`config.mk`:
```
export PLATFORM = sky130hd
export DESIGN_NAME = ins_aligner
export DESIGN_NICKNAME = d
export VERILOG_FILES = /design/src/rtl/ins_aligner_pkg.sv /design/src/rtl/ins_aligner_hw_queue.sv /design/src/rtl/ins_aligner.sv
export SDC_FILE = /design/constraint.sdc
export NUM_CORES = 1
export LEC_CHECK = 0
export BUFFER_PORTS_ARGS = -buffer_cell sky130_fd_sc_hd__buf_2
export CAP_MARGIN = 20
export CELL_PAD_IN_SITES_DETAIL_PLACEMENT = 0
export CELL_PAD_IN_SITES_GLOBAL_PLACEMENT = 1
export CORE_MARGIN = 1.5
export CORE_UTILIZATION = 38
export CTS_BUF_LIST = sky130_fd_sc_hd__clkbuf_4
export CTS_CLUSTER_DIAMETER = 150
export CTS_CLUSTER_SIZE = 16
export DETAILED_ROUTE_END_ITERATION = 7
export PLACE_DENSITY = 0.91
export SYNTH_ARGS = -nofsm -noshare
export SYNTH_HDL_FRONTEND = slang
export SYNTH_SLANG_ARGS = --single-unit
```
`constraint.sdc`:
```
create_clock -name clk -period 4.3 [get_ports clk]
set_clock_uncertainty 0.05 [all_clocks]
set_input_delay 0.86 -clock clk [delete_from_list [all_inputs] [get_ports clk]]
set_output_delay 0.86 -clock clk [all_outputs]
set_load 0.05 [all_outputs]
```
`src/rtl/ins_aligner_pkg.sv`:
```
// Shared types and constants for the fetch-side instruction aligner.
// The RVC build of the aligner is selected with the macro INS_ALIGNER_RVC_EN.
package ins_aligner_pkg;

   typedef logic [15:0] halfword_t;

   localparam logic [1:0]  ILEN32       = 2'b11;
   localparam logic [31:0] PC_INC16     = 32'd2;
   localparam logic [31:0] PC_INC32     = 32'd4;
   localparam int          HW_DEPTH_MIN = 4;
   localparam int          HW_DEPTH_MAX = 6;

   function automatic bit hw_depth_legal(input int depth);
      return (depth == HW_DEPTH_MIN) || (depth == HW_DEPTH_MAX);
   endfunction

endpackage

```
`src/rtl/ins_aligner_hw_queue.sv`:
```
// Halfword FIFO for the aligner: pushes 0..2 entries at the tail, pops 0..2 from the head,
// and exposes the two head entries plus the fill count. Callers never overfill it.
module hw_queue
   import ins_aligner_pkg::*;
#(
   parameter int DEPTH = 4,
   localparam int CNT_W = $clog2(DEPTH + 1)
) (
   input  logic             clk,
   input  logic             rst,
   input  logic             i_clr,
   input  logic [1:0]       i_push_n,
   input  halfword_t        i_push_d0,
   input  halfword_t        i_push_d1,
   input  logic [1:0]       i_pop_n,
   output halfword_t        o_q0,
   output halfword_t        o_q1,
   output logic [CNT_W-1:0] o_cnt
);

   halfword_t        r_q [DEPTH];
   halfword_t        w_nxt [DEPTH];
   logic [CNT_W-1:0] r_cnt;
   logic [CNT_W-1:0] w_nxt_cnt;
   int               w_base;

   always_comb begin
      w_nxt  = '{default: '0};
      w_base = int'(r_cnt) - int'(i_pop_n);
      for (int i = 0; i < DEPTH; i++) begin
         for (int j = 0; j < DEPTH; j++) begin
            if (j == i + int'(i_pop_n)) w_nxt[i] = r_q[j];
         end
         if ((i_push_n != 2'd0) && (i == w_base))     w_nxt[i] = i_push_d0;
         if ((i_push_n == 2'd2) && (i == w_base + 1)) w_nxt[i] = i_push_d1;
      end
      w_nxt_cnt = CNT_W'(w_base + int'(i_push_n));
   end

   always_ff @(posedge clk) begin
      if (rst) begin
         r_q   <= '{default: '0};
         r_cnt <= '0;
      end else if (i_clr) begin
         r_cnt <= '0;
      end else begin
         r_q   <= w_nxt;
         r_cnt <= w_nxt_cnt;
      end
   end

   assign o_q0  = r_q[0];
   assign o_q1  = r_q[1];
   assign o_cnt = r_cnt;

endmodule

```
`src/rtl/ins_aligner.sv`:
```
// Instruction aligner feeding comp_decoder. With INS_ALIGNER_RVC_EN it aligns 16/32-bit
// instructions out of a halfword queue; without it the block is a one-word skid buffer.
module ins_aligner
   import ins_aligner_pkg::*;
#(
   parameter logic [31:0] RESET_PC = 32'h0000_0000,
   parameter int          DEPTH_HW = 4
) (
   input  logic        clk,
   input  logic        rst,
   input  logic        fetch_valid,
   output logic        fetch_ready,
   input  logic [31:0] fetch_data,
   input  logic        flush,
   input  logic [31:0] flush_pc,
   output logic        ins_valid,
   input  logic        ins_ready,
   output logic [31:0] ins,
   output logic [31:0] ins_pc
);

`ifdef INS_ALIGNER_RVC_EN
   localparam int DEPTH = hw_depth_legal(DEPTH_HW) ? DEPTH_HW : HW_DEPTH_MIN;
   localparam int CNT_W = $clog2(DEPTH + 1);

   halfword_t        w_q0, w_q1, w_d0;
   logic [CNT_W-1:0] w_cnt;
   logic [1:0]       w_push_n, w_pop_n;
   logic             w_is32, w_valid, w_push, w_pop;
   logic             r_skip_lo;
   logic [31:0]      r_pc;
   logic             w_unused;

   assign w_unused    = flush_pc[0];
   assign w_is32      = (w_q0[1:0] == ILEN32);
   assign w_valid     = !rst && (w_is32 ? (w_cnt >= CNT_W'(2)) : (w_cnt >= CNT_W'(1)));
   // Space is judged on the registered count only; a same-cycle pop does not help.
   assign fetch_ready = !rst && (w_cnt <= CNT_W'(DEPTH - 2));
   assign w_push      = fetch_valid && fetch_ready && !flush;
   assign w_pop       = w_valid && ins_ready && !flush;
   assign w_push_n    = w_push ? (r_skip_lo ? 2'd1 : 2'd2) : 2'd0;
   assign w_pop_n     = w_pop ? (w_is32 ? 2'd2 : 2'd1) : 2'd0;
   assign w_d0        = r_skip_lo ? fetch_data[31:16] : fetch_data[15:0];

   hw_queue #(.DEPTH(DEPTH)) u_queue (
      .clk       (clk),
      .rst       (rst),
      .i_clr     (flush),
      .i_push_n  (w_push_n),
      .i_push_d0 (w_d0),
      .i_push_d1 (fetch_data[31:16]),
      .i_pop_n   (w_pop_n),
      .o_q0      (w_q0),
      .o_q1      (w_q1),
      .o_cnt     (w_cnt)
   );

   always_ff @(posedge clk) begin
      if (rst) begin
         r_pc      <= RESET_PC;
         r_skip_lo <= 1'b0;
      end else if (flush) begin
         r_pc      <= {flush_pc[31:1], 1'b0};
         r_skip_lo <= flush_pc[1];
      end else begin
         if (w_pop)  r_pc      <= r_pc + (w_is32 ? PC_INC32 : PC_INC16);
         if (w_push) r_skip_lo <= 1'b0;
      end
   end

   assign ins_valid = w_valid;
   assign ins       = w_valid ? (w_is32 ? {w_q1, w_q0} : {16'h0000, w_q0}) : '0;
   assign ins_pc    = rst ? RESET_PC : r_pc;
`else
   logic        r_full;
   logic [31:0] r_word;
   logic [31:0] r_pc;
   logic        w_valid, w_push, w_pop;
   logic        w_unused;

   assign w_unused    = ^{flush_pc[1:0], hw_depth_legal(DEPTH_HW)};
   assign w_valid     = !rst && r_full;
   assign fetch_ready = !rst && (!r_full || ins_ready);
   assign w_push      = fetch_valid && fetch_ready && !flush;
   assign w_pop       = w_valid && ins_ready && !flush;

   always_ff @(posedge clk) begin
      if (rst) begin
         r_full <= 1'b0;
         r_word <= '0;
         r_pc   <= RESET_PC;
      end else if (flush) begin
         r_full <= 1'b0;
         r_pc   <= {flush_pc[31:2], 2'b00};
      end else begin
         if (w_push)     r_full <= 1'b1;
         else if (w_pop) r_full <= 1'b0;
         if (w_push)     r_word <= fetch_data;
         if (w_pop)      r_pc   <= r_pc + PC_INC32;
      end
   end

   assign ins_valid = w_valid;
   assign ins       = w_valid ? r_word : '0;
   assign ins_pc    = rst ? RESET_PC : r_pc;
`endif

endmodule

```
# [Word level (Yosys, flattened, before mapping)]
# Cells that the tools add are included.
[op_classes] add_sub_neg=1 mux=6 bitwise_logic=1 n_reduce_logical=14
[op_table] cell="$mux 32" n=4
[op_table] cell="$add 32x3->32 const B" n=1
[op_table] cell="$logic_and 1x1->1" n=6
[op_table] cell="$reduce_bool 2->1" n=2
[op_table] cell="$logic_not 1->1" n=3
[op_table] cell="$mux 1" n=2
[op_table] cell="$reduce_and 2->1" n=1
[op_table] cell="$reduce_or 2->1" n=1
[op_table] cell="$logic_or 1x1->1" n=1
[op_table] cell="$not 1->1" n=1
[word_totals] register_bits=65 input_bits=69 output_inout_bits=66 wordCells=26

# [Logic depth before layout (Yosys ltp)]
[logic_depth] ltp_word=6 mapped_depth=7 mapped_depth_nobuf=5

# [Least setup slack after synthesis]
# Ideal clock, no wire load.
[synth_timing] path_type="input -> output" start="input port rst" end="output port ins[22]" arrival_time_ps=2191 required_ps=3390 path_slack_ps=1199 cell_stages=3 n_path_buf=1 cell_sequence="nor2b_1 -> clkbuf_1 -> and2_1"
[synth_between] elab_chain_cells=3
[synth_rtl] element="from (decl)" line_no="ins_aligner.sv:10" rtl="input logic rst,"
[synth_rtl] element="$logic_not 1->1" line_no="ins_aligner.sv:82" rtl="assign w_valid = !rst && r_full;"
[synth_rtl] element="$logic_and 1x1->1" line_no="ins_aligner.sv:82"
[synth_rtl] element="via ins_valid" line_no="ins_aligner.sv:16" rtl="output logic ins_valid,"
[synth_rtl] element="$mux 32" line_no="ins_aligner.sv:104" rtl="assign ins = w_valid ? r_word : '0;"
[synth_rtl] element="to (decl)" line_no="ins_aligner.sv:18" rtl="output logic [31:0] ins,"
# The timed path passes the listed nets, and every way through them passes these cells.

# [Final worst setup path]
[layout_timing] start="input port rst" end="output port ins_pc[28]"
[layout_between] elab_chain_cells=1
[layout_rtl] element="$mux 32" line_no="ins_aligner.sv:105" rtl="assign ins_pc = rst ? RESET_PC : r_pc;"
[layout_rtl] element="to (decl)" line_no="ins_aligner.sv:19" rtl="output logic [31:0] ins_pc"
# No other way between the ends.

==> out/metrics.yaml <==
yosys:
  synth_seq_area_share_pct: 37.5
  yosysMostFrequentCell: "nand2_1"
  cell_type_with_the_largest_total_area_after_synthesis: "dfxtp_1"
  synth_top_cells_by_count: "nand2_1 (80), dfxtp_1 (63), a21oi_1 (36)"
  postSynth.asyncResetShare_pct: 0
  post_synth_num_cell_types: 38
  synth-edff-count: 0
  synth-main-ff-cell: "dfxtp_1"
  syn_std_cell_area_um2: 3360
  synth_top_cell_area_share_pct: 37.5
  synth_cells: 446
  synthesis.area_per_instance_um2: 7.54
  synth.top_cells.by_area: "dfxtp_1 (38%), nand2_1 (8.9%), nor2b_1 (6.1%), and2_1 (6.0%), a21oi_1 (5.4%)"
  synth.yosys.warnings: 0
  total_of_flip_flops_plus_latches_after_synthesis: 63
layout:
  num-fill-cells: 896
  layout-drive-gt1-share_pct: 26.8
  multi_input_area_um2: 1940
  stdcell_count: 672
  insertedDiodeCount: 0
  regArea_um2: 1260
  relative_area_change_from_synthesis_to_final_layout_pct: 24.9
  num-nets-final: 629
clocking:
  tritoncts: "yes"
  max-clock-path-buffers: 2
  cts_htree_levels: 3
  post_cts.repair.setup_buffers: 0
  ctsResizeCount: 0
  cts.sink_count: 63
  cts_hold_buf: 0
  clockRootBuffer: "clkbuf_4"
  cts_inserted_buffers: 9
  clkSlewWorstSetupHoldPaths_ps: 90
  worst_skew_pair.late_latency_ps: 400
min_path:
  whs_path_depth: 2
  hold_class: "register to register"
  holdCritStartpoint: "r_word[16]$_SDFFE_PP0P_"
worst_setup_path:
  criticalPathCategory: "primary input to output port"
  worst_path_required_ps: 3390
  start_kind: "primary input"
  arrival_time_of_data_at_the_critical_path_endpoint_ps: 2080
  timing.critical_path.to_type: "output port"
  r2r.worst_path.cells: 4
  worstSetupStartpoint: "rst"
  cp_max_fo: 94
  r2r_start: "r_pc[5]$_SDFFE_PP0P_"
floorplan:
  die_y_um: 97.1
  initial_core_util_pct: 38.9
  die_width_um: 97.1
  fp.dieArea_um2: 9420
  floorplan.rows: 34
  core_region_area_um2: 8640
  num_io_pins: 135
timing:
  achievable-frequency_mhz: 334
  fin_max_slew_vios: 0
  final-setup-viol-count: 0
  final_min_period_over_clock_period_pct: 69.6
  worstMarginPinSlew_ps: 926
  worst_slew_margin_rel_pct: 38.3
  finalHoldViolCount: 0
  rsz_0062_raised_after_global_routing: "no"
  worst_hold_slack_ps: 406
  timing.final.crit_period_ps: 2990
  timing.setup.tns_ps: 0
placed_design:
  port_buffers: 130
  post-place-cells: 655
  routabilityCongestion: 0.758
  dp_hpwl_um: 6470
detailed_routing:
  vias: 3567
  wire_per_inst_um: 13.4
  dr.first_iter.drc_count: 112
  route.detailed.vias_per_inst: 5.31
  ant_nets: 0
  first_pass_iters: 5
  wirelength_um: 9040
  drc: 0
job:
  max_cap_violations: 0
pwr:
  power.density_cell_area_nw_per_um2: 293
  post-layout-total-power_mw: 1.23
  vdd.ir_drop.worst_v: 0.000121
  cellLeakagePower_nw: 1.77
global_routing:
  tot_gr_track_use_pct: 19.2
  first_global_vias: 3298
  antenna_found_initial: 0
  pin_count_of_the_biggest_net_entering_global_routing: 95
  overflow: 0
  grt_first_pass_wirelength_um: 15200
status:
  outcome: "finished clean"
[registers in the layout, summed over array words and instances (netlist names)]
signal	flops
r_pc	30
r_word	32
r_full	1
[final timing paths]
kind                             endpoint  slack, ps
hold reg to reg   r_word[16]$_SDFFE_PP0P_        410
setup / recovery               ins_pc[28]       1310
setup reg to reg    r_pc[25]$_SDFFE_PP0P_       1800
hold / removal    r_word[16]$_SDFFE_PP0P_        410
[stage by stage]
step	setup WS (ps)	utilization [%]	area, um2
after floorplan	1200	-	3370
after global placement	1190	46.7	4040
after detailed placement	1240	47.0	4060
after CTS	1280	48.5	4190
after global routing	1130	48.6	4200
final	1310	48.6	4200
[placed cells by master (no fill, tap or decap), types with 8 or more instances in the layout]
master	instances
buf_2	130
nand2_1	80
dfxtp_1	63
a21oi_1	36
nor2_1	35
nor2b_1	33
and2_1	32
a311oi_1	15
nand3_1	11
and4_1	10
a211oi_1	10
clkbuf_4	10
inv_1	9
nand4_1	9
nor4_1	8
or3_1	8
or4_1	8
o31ai_1	8
[where the power goes]
| part | leakage (nW) | switching [mW] | internal, mW | total (mW) |
|---|---|---|---|---|
| sequential | 0.518 | 0.0321 | 0.613 | 0.645 |
| clock | 0.0727 | 0.206 | 0.177 | 0.383 |
| combinational | 1.18 | 0.133 | 0.0716 | 0.204 |
| total | 1.77 | 0.371 | 0.861 | 1.23 |
[metal layers]
metal | vias to the layer above | wire length [um] | track usage (%)
met3 | 16 | 629 | 4.03
li1 | 1787 | - | -
met5 | - | 0 | 0
met2 | 131 | 4050 | 30.1
met4 | 0 | 202 | 7.58
met1 | 1633 | 4150 | 25.9
[cell families after synthesis]
family / share of synthesized area (%)
xor+xnor: 2.34
other cells: 0.112
buf+inv: 5.06
fa+ha+maj: 0.372
compound gates: 16.3
simple gates: 38.4
flops: 37.5
[worst max-delay path, cell delays in order]
cell,delay [ps]
buf_2,90
buf_4,690
nor2b_1,160
buf_2,260
[cell type report]
cell class              instances  share of cell area [%]
clock inverters                 6                    1.22
inverters                      10                   0.894
well taps                     108                    3.22
flip-flops and latches         63                    30.0
clock buffers                  10                    1.79
repair buffers                134                    16.8
multi-input cells             341                    46.1
Power figures use the tool's default switching activity.
